`src/rtl/regfile.sv`:
```
// 32x32 register file with asynchronous reads and a 2-bit in-flight write scoreboard per register.
// Define REGFILE_BYPASS_EN for write-through forwarding and early release of the decode stall.
module regfile (
   input  logic        clk,
   input  logic        rst,
   input  logic [4:0]  rs1_i,
   input  logic [4:0]  rs2_i,
   output logic [31:0] rdata1_o,
   output logic [31:0] rdata2_o,
   input  logic [4:0]  rd_i,
   input  logic [31:0] wdata_i,
   input  logic        regwrite_i,
   input  logic [4:0]  issue_rd_i,
   input  logic        issue_we_i,
   output logic        hazard_o,
   output logic        issue_full_o
);

   logic [31:0]      r_regs [32];
   logic [31:0][1:0] r_pend;
   logic [31:0][1:0] w_pend_next;
   logic             w_wb;
   logic             w_base1;
   logic             w_base2;
   logic             w_busy1;
   logic             w_busy2;

   assign w_wb = regwrite_i && (rd_i != 5'd0);

   // Entry 0 is never written, so x0 stays zero without a special read path.
   always_ff @(posedge clk) begin
      if (rst) begin
         for (int i = 0; i < 32; i++) begin
            r_regs[i] <= '0;
         end
      end else if (w_wb) begin
         r_regs[rd_i] <= wdata_i;
      end
   end

   assign w_pend_next[0] = 2'd0;

   generate
      for (genvar gi = 1; gi < 32; gi++) begin : g_pend
         logic w_inc;
         logic w_dec;
         assign w_inc = issue_we_i && (issue_rd_i == 5'(gi));
         assign w_dec = regwrite_i && (rd_i == 5'(gi));
         // Saturate at 3 and floor at 0; a simultaneous inc/dec cancels.
         assign w_pend_next[gi] =
            (w_inc && !w_dec && (r_pend[gi] != 2'd3)) ? r_pend[gi] + 2'd1 :
            (w_dec && !w_inc && (r_pend[gi] != 2'd0)) ? r_pend[gi] - 2'd1 :
                                                        r_pend[gi];
      end
   endgenerate

   always_ff @(posedge clk) begin
      if (rst) begin
         r_pend <= '0;
      end else begin
         r_pend <= w_pend_next;
      end
   end

   assign w_base1 = (rs1_i != 5'd0) && (r_pend[rs1_i] != 2'd0);
   assign w_base2 = (rs2_i != 5'd0) && (r_pend[rs2_i] != 2'd0);

`ifdef REGFILE_BYPASS_EN
   logic w_fwd1;
   logic w_fwd2;
   assign w_fwd1 = w_wb && (rd_i == rs1_i);
   assign w_fwd2 = w_wb && (rd_i == rs2_i);

   assign rdata1_o = (rs1_i == 5'd0) ? '0 : (w_fwd1 ? wdata_i : r_regs[rs1_i]);
   assign rdata2_o = (rs2_i == 5'd0) ? '0 : (w_fwd2 ? wdata_i : r_regs[rs2_i]);

   // The last outstanding write is landing now and is forwarded, so no stall is needed.
   assign w_busy1 = w_base1 && !(w_fwd1 && (r_pend[rs1_i] == 2'd1));
   assign w_busy2 = w_base2 && !(w_fwd2 && (r_pend[rs2_i] == 2'd1));
`else
   assign rdata1_o = (rs1_i == 5'd0) ? '0 : r_regs[rs1_i];
   assign rdata2_o = (rs2_i == 5'd0) ? '0 : r_regs[rs2_i];

   assign w_busy1 = w_base1;
   assign w_busy2 = w_base2;
`endif

   assign hazard_o     = w_busy1 || w_busy2;
   assign issue_full_o = (issue_rd_i != 5'd0) && (r_pend[issue_rd_i] == 2'd3);

endmodule
```
`config.mk`:
```
export PLATFORM = sky130hd
export DESIGN_NAME = regfile
export DESIGN_NICKNAME = d
export VERILOG_FILES = /design/src/rtl/regfile.sv
export SDC_FILE = /design/constraint.sdc
export NUM_CORES = 2
export LEC_CHECK = 0
export BUFFER_PORTS_ARGS = -buffer_cell sky130_fd_sc_hd__buf_2
export CORE_MARGIN = 10
export CORE_UTILIZATION = 59
export DETAILED_ROUTE_END_ITERATION = 16
export GPL_ROUTABILITY_DRIVEN = 0
export HOLD_SLACK_MARGIN = 0.03
export PLACE_DENSITY_LB_ADDON = 0.08
export SLEW_MARGIN = 40
export SYNTH_ARGS = -nofsm -noshare
export SYNTH_HDL_FRONTEND = slang
export SYNTH_SLANG_ARGS = --single-unit
export TNS_END_PERCENT = 20
```
`constraint.sdc`:
```
create_clock -name clk -period 6.15 [get_ports clk]
set_input_delay 0.3075 -clock clk [delete_from_list [all_inputs] [get_ports clk]]
set_output_delay 0.3075 -clock clk [all_outputs]
set_load 0.01 [all_outputs]
```
== Yosys cells after proc, flatten, opt, wreduce, memory -nomap -nowiden ==
Memories as Yosys holds them, arrays and structs flattened.
Cells that the tools add are included.
Operators by class
  $add $sub $neg: 62
  $lt $le $gt $ge: 3
  equality and inequality tests: 94
  muxes and demuxes: 78
  reductions and logical operators: 324
Operators with widths (count)
  1-bit logical AND: 190
  5-bit equality test, second input constant: 32
  2-bit two-way mux: 65
  2-bit nonzero test: 64
  32-bit two-way mux: 3
  5-bit by 4-bit equality test with 1-bit output, second input constant: 16
  2-bit by 1-bit adder with 2-bit output, second input constant: 31
  1-bit zero test: 62
  2-bit != test, second input constant: 31
  2-bit by 1-bit subtractor with 2-bit output, second input constant: 31
  5-bit by 3-bit equality test with 1-bit output, second input constant: 8
  32-bit OR reduction: 1
  2-bit binary-select mux with 5-bit select: 3
  5-bit by 2-bit equality test with 1-bit output, second input constant: 4
  5-bit nonzero test: 4
  5-bit by 6-bit < comparator with 1-bit output, second input constant: 3
  5-bit by 1-bit equality test with 1-bit output, second input constant: 2
  5-bit zero test: 2
  1-bit two-way mux: 6
  5-bit two-way mux: 1
  2-bit equality test, second input constant: 1
  1-bit logical OR: 1
Word-level totals
  register bits: 64
  memory bits (writable): 1024
  logic and storage cells: 594
  memories kept: 1
Memories
  r_regs: words 32, width 32, rd ports 2, clocked after memory_dff 0, wr ports 32, line 19  | logic [31:0] r_regs [32];

== Logic depth before layout (Yosys ltp) ==
  depth in word-level cells: 7
  gate-level depth with buffers: 10
  mapped depth without buffers: 5

== Worst setup path before layout ==
No wires, ideal clock.
  kind: in2reg
  start point: in rd_i[2]
  end point: mem r_regs[12][0] (enable)
  setup time: 0.428 ns
  data arrival time: 2.490 ns
  path slack: 3.232 ns
  stages: 4
  path through: clkbuf_1 -> clkbuf_1 -> nand2_1 -> o21bai_1
RTL lines
  start: declaration: line 10  | input logic [4:0] rd_i,
  end: declaration: line 19

== Final worst setup path ==
  start point: in rs1_i[1]
  end point: out hazard_o
Between the ends
  cells in the longest elaborated chain, start to end: 5
  elaborated cells between the ends (all ways): 6
  those cells by class: 2 x mux; 4 x reduce/logical
RTL lines
  start: declaration: line 6  | input logic [4:0] rs1_i,
  2-bit binary-select mux with 5-bit select: line 65  | assign w_base1 = (rs1_i != 5'd0) && (r_pend[rs1_i] != 2'd0);
  2-bit two-way mux (not written as such): line 65
  2-bit nonzero test: line 65
  1-bit logical AND *: line 65
  1-bit logical OR *: line 88  | assign hazard_o = w_busy1 || w_busy2;
  end: declaration: line 15  | output logic hazard_o,
Every way passes the cells marked *; elsewhere a longest branch is shown, timed or not. The select of a mux whose other input is x is not followed.

==> metrics.txt <==
outcome finished clean; WL final 190,000 µm; asr flop ratio synth 0; f_max ~0.28 GHz; vias in the first global route around 40,000; TritonCTS buffer count 118; Initial Util 0.592; Syn Area/Cell between 10 and 15 µm²; dpl cells 5,087; Root Driver clkbuf_16; Fin Setup TNS 0 ns; hold path start wdata_i[24]; Yosys cell types 64; Crit path arrival time 3.23 ns; Final Hold Fails 0; Synth Warn # 0; Clock Sinks 1,086; Hold Crit Class input pin to flip-flop; Max FO, Critical Path slightly above 80; unrepaired setup endpoints after global routing no; largest net degree at the start of global routing 85; first-pass GRT wire length 273,000 µm; flop2flop setup slack 5.15 ns; vias per inst just over 7; Final HPWL DP 114,000 µm; DR pass1 iterations 6; VDD IR max 262 µV; Max Clock Skew 0.0144 ns; crit share post-route 0.576; CP Capture Type output port; Net Sw Frac 0.246; Area growth, synth to finish 10.1%; Pint 13.6 mW; mapped cell area 59,100 µm²; R2R depth 4; post-synthesis sequential area ratio 0.542; IO Pins 122; Antenna Violating Nets Remaining 0; reg2reg start r_pend[18]$_SDFFE_PP0P_; Clock transition at path regs about 0.060 ns; Max clock buf depth 3; clock latency at the later pin of the worst-skew pair 0.71 ns; worst setup path start rs1_i[1]; die outline width 336 µm; P_leak 22.0 nW; Max-slew headroom 0.407; synthesized instance count around 4,000; hold path depth 2; Logic pwr share 0.121; NetSw 4.43 mW; Crit path buffers/inverters 3; share of cells above drive strength 1 0.281; actual slew at the worst max-slew pin roughly 0.89 ns; CTS tree done; DRC violation count after routing 0; Final Slew Violations 0; total die area 113,000 µm²; CP Class input pin to output port; 1st-iter DRT viols approximately 6,100; Final Core Density 0.652; Fill cells 6,977; wire per inst about 36 µm; Final Total Pwr 18.0 mW; htree depth 3; EDFF count, synth roughly 1,000; die height roughly 340 µm; Seq pwr share 0.482; via total after detailed routing 38,037; final setup violation count 0; CP required 5.84 ns; Crit path largest cell delay 0.61 ns; port buffer count between 100 and 150; Placed Instance Area 61,100 µm²; minimum clock period 3.54 ns; # rows 116; crit start category input pin; max-cap viol count 0; pwr dens 277 nW/µm²; buffer count from post-CTS setup fixing 0; core area 99,700 µm²; antenna violations before repair 14; fin nets 3,969; top_reg_cell synth edfxtp_1; cells along the critical path buf_8, clkinv_1, mux4_2, mux2i_1, a22oi_1, o2111ai_1, buf_2; GRT Residual Overflow 0; fin area 65,000 µm²; final std cells w/o fill between 5,000 and 6,000; gr usage total 0.337; Crit Reg-Reg Endpoint r_pend[18]$_SDFFE_PP0P_; hold endpoint r_regs[17][24]$_SDFFCE_PN0P_; Clock Power Share 0.397; Critical-path top delay cell mux4_2; CP delay by family, top buffers and inverters; Synth Register Bits approximately 1,100
==> state kept, by name, indices dropped and copies added (netlist names) <==
register  flops
r_regs     1024
r_pend       62
==> cells by family (layout without fill, tap and decap cells) <==
kind of cell | Yosys count | count (layout) | share of synthesized area
compound gates | 298 | 298 | 0.0308
flops | 1086 | 1086 | 0.542
buf+inv | 482 | 515 | 0.0355
mux | 654 | 654 | 0.249
other cells | 1 | 42 | 0.0000635
simple gates | 1422 | 1422 | 0.143
==> metal layers <==
metal	part of all wire	up-vias	routed length, µm	global-route usage
met2	0.48	2739	90400	0.532
met4	0.045	8	8480	0.142
met5	0.00027	-	51	0
met1	0.36	19715	68200	0.442
li1	-	15069	-	-
met3	0.12	506	22600	0.0931
==> through the flow <==
step           setup WS, ns  hold WS (ns)
2_1_floorplan          3.23         0.468
3_3_place_gp           1.99         0.482
3_5_place_dp           2.63         0.495
4_1_cts                2.67         0.157
5_1_grt                2.54         0.190
6_report               2.61         0.199
==> how the worst max path moves through the flow <==
| stage | slack, ns | depth (start not counted) | endpoint |
|---|---|---|---|
| 6_report | 2.61 | 7 | hazard_o |
| 5_1_grt | 2.54 | 7 | rdata1_o[2] |
| 4_1_cts | 2.67 | 7 | rdata1_o[2] |
| 3_5_place_dp | 2.63 | 5 | r_regs[24][19]$_SDFFCE_PN0P_ |
| 3_3_place_gp | 1.99 | 5 | r_regs[7][30]$_SDFFCE_PN0P_ |
| 2_1_floorplan | 3.23 | 4 | r_regs[12][0]$_SDFFCE_PN0P_ |
==> synth_stat cells (3+ instances only) <==
cell | n | area, µm²
edfxtp_1 | 1024 | 30700
and2_1 | 993 | 6210
mux4_2 | 652 | 14700
clkbuf_1 | 290 | 1090
nand2_1 | 161 | 604
inv_1 | 69 | 259
o21ai_1 | 64 | 320
o21ai_0 | 63 | 315
dfxtp_1 | 62 | 1240
nor2_1 | 62 | 233
a21oi_1 | 50 | 250
nand3_1 | 47 | 235
buf_2 | 40 | 200
nand2b_1 | 35 | 219
o211ai_1 | 33 | 248
buf_1 | 29 | 109
buf_4 | 26 | 195
nand3b_1 | 25 | 188
a31oi_1 | 24 | 150
buf_6 | 19 | 214
or2_2 | 19 | 119
nor3_1 | 18 | 90.1
a211oi_1 | 12 | 90.1
a211o_1 | 11 | 96.3
clkinv_1 | 9 | 33.8
nor2b_1 | 9 | 56.3
o21a_1 | 9 | 67.6
and3_1 | 7 | 43.8
nand4b_1 | 7 | 61.3
and4b_1 | 6 | 60.1
a21o_1 | 5 | 37.5
and4bb_2 | 5 | 62.6
nor4bb_1 | 4 | 40.0
o2111ai_1 | 4 | 35.0
a2111oi_0 | 3 | 26.3
a311o_1 | 3 | 30.0
a311oi_1 | 3 | 26.3
and3b_1 | 3 | 26.3
nand4bb_1 | 3 | 33.8
==> timing repair <==
| item | CTS | global route |
|---|---|---|
| resized for setup | 0 | 0 |
| hold endpoints to repair | 12 | 0 |
| hold buffers | 1 | 0 |
==> cell type report <==
| cell class | instances | area [µm²] | area share |
|---|---|---|---|
| Antenna cell | 10 | 25.0 | 0.000385 |
| Clock buffer | 146 | 3110 | 0.0478 |
| Clock inverter | 68 | 716 | 0.0110 |
| Inverter | 78 | 293 | 0.00450 |
| Multi-Input combinational cell | 2406 | 25400 | 0.391 |
| Sequential cell | 1086 | 32000 | 0.492 |
| Tap cell | 1298 | 1620 | 0.0250 |
| Timing Repair Buffer | 223 | 1840 | 0.0282 |
==> placed cells by master (no fill, tap or decap), drive strengths merged, types with 47 or more instances in the layout <==
master / instances
edfxtp: 1024
and2: 994
mux4: 652
buf: 222
nand2: 161
clkbuf: 146
o21ai: 127
inv: 72
dfxtp: 62
nor2: 62
clkinv: 57
a21oi: 50
nand3: 47
==> power groups by stage <==
stage / Sequential [mW] / Clock, mW / Combinational [mW]
2_1_floorplan: 8.74 / 0 / 1.42
3_3_place_gp: 8.78 / 0 / 2.10
3_5_place_dp: 8.83 / 0 / 2.14
4_1_cts: 8.68 / 7.19 / 2.15
5_1_grt: 8.72 / 7.48 / 2.25
6_report: 8.69 / 7.16 / 2.17
No activity file was read; power rests on OpenSTA's default activity.
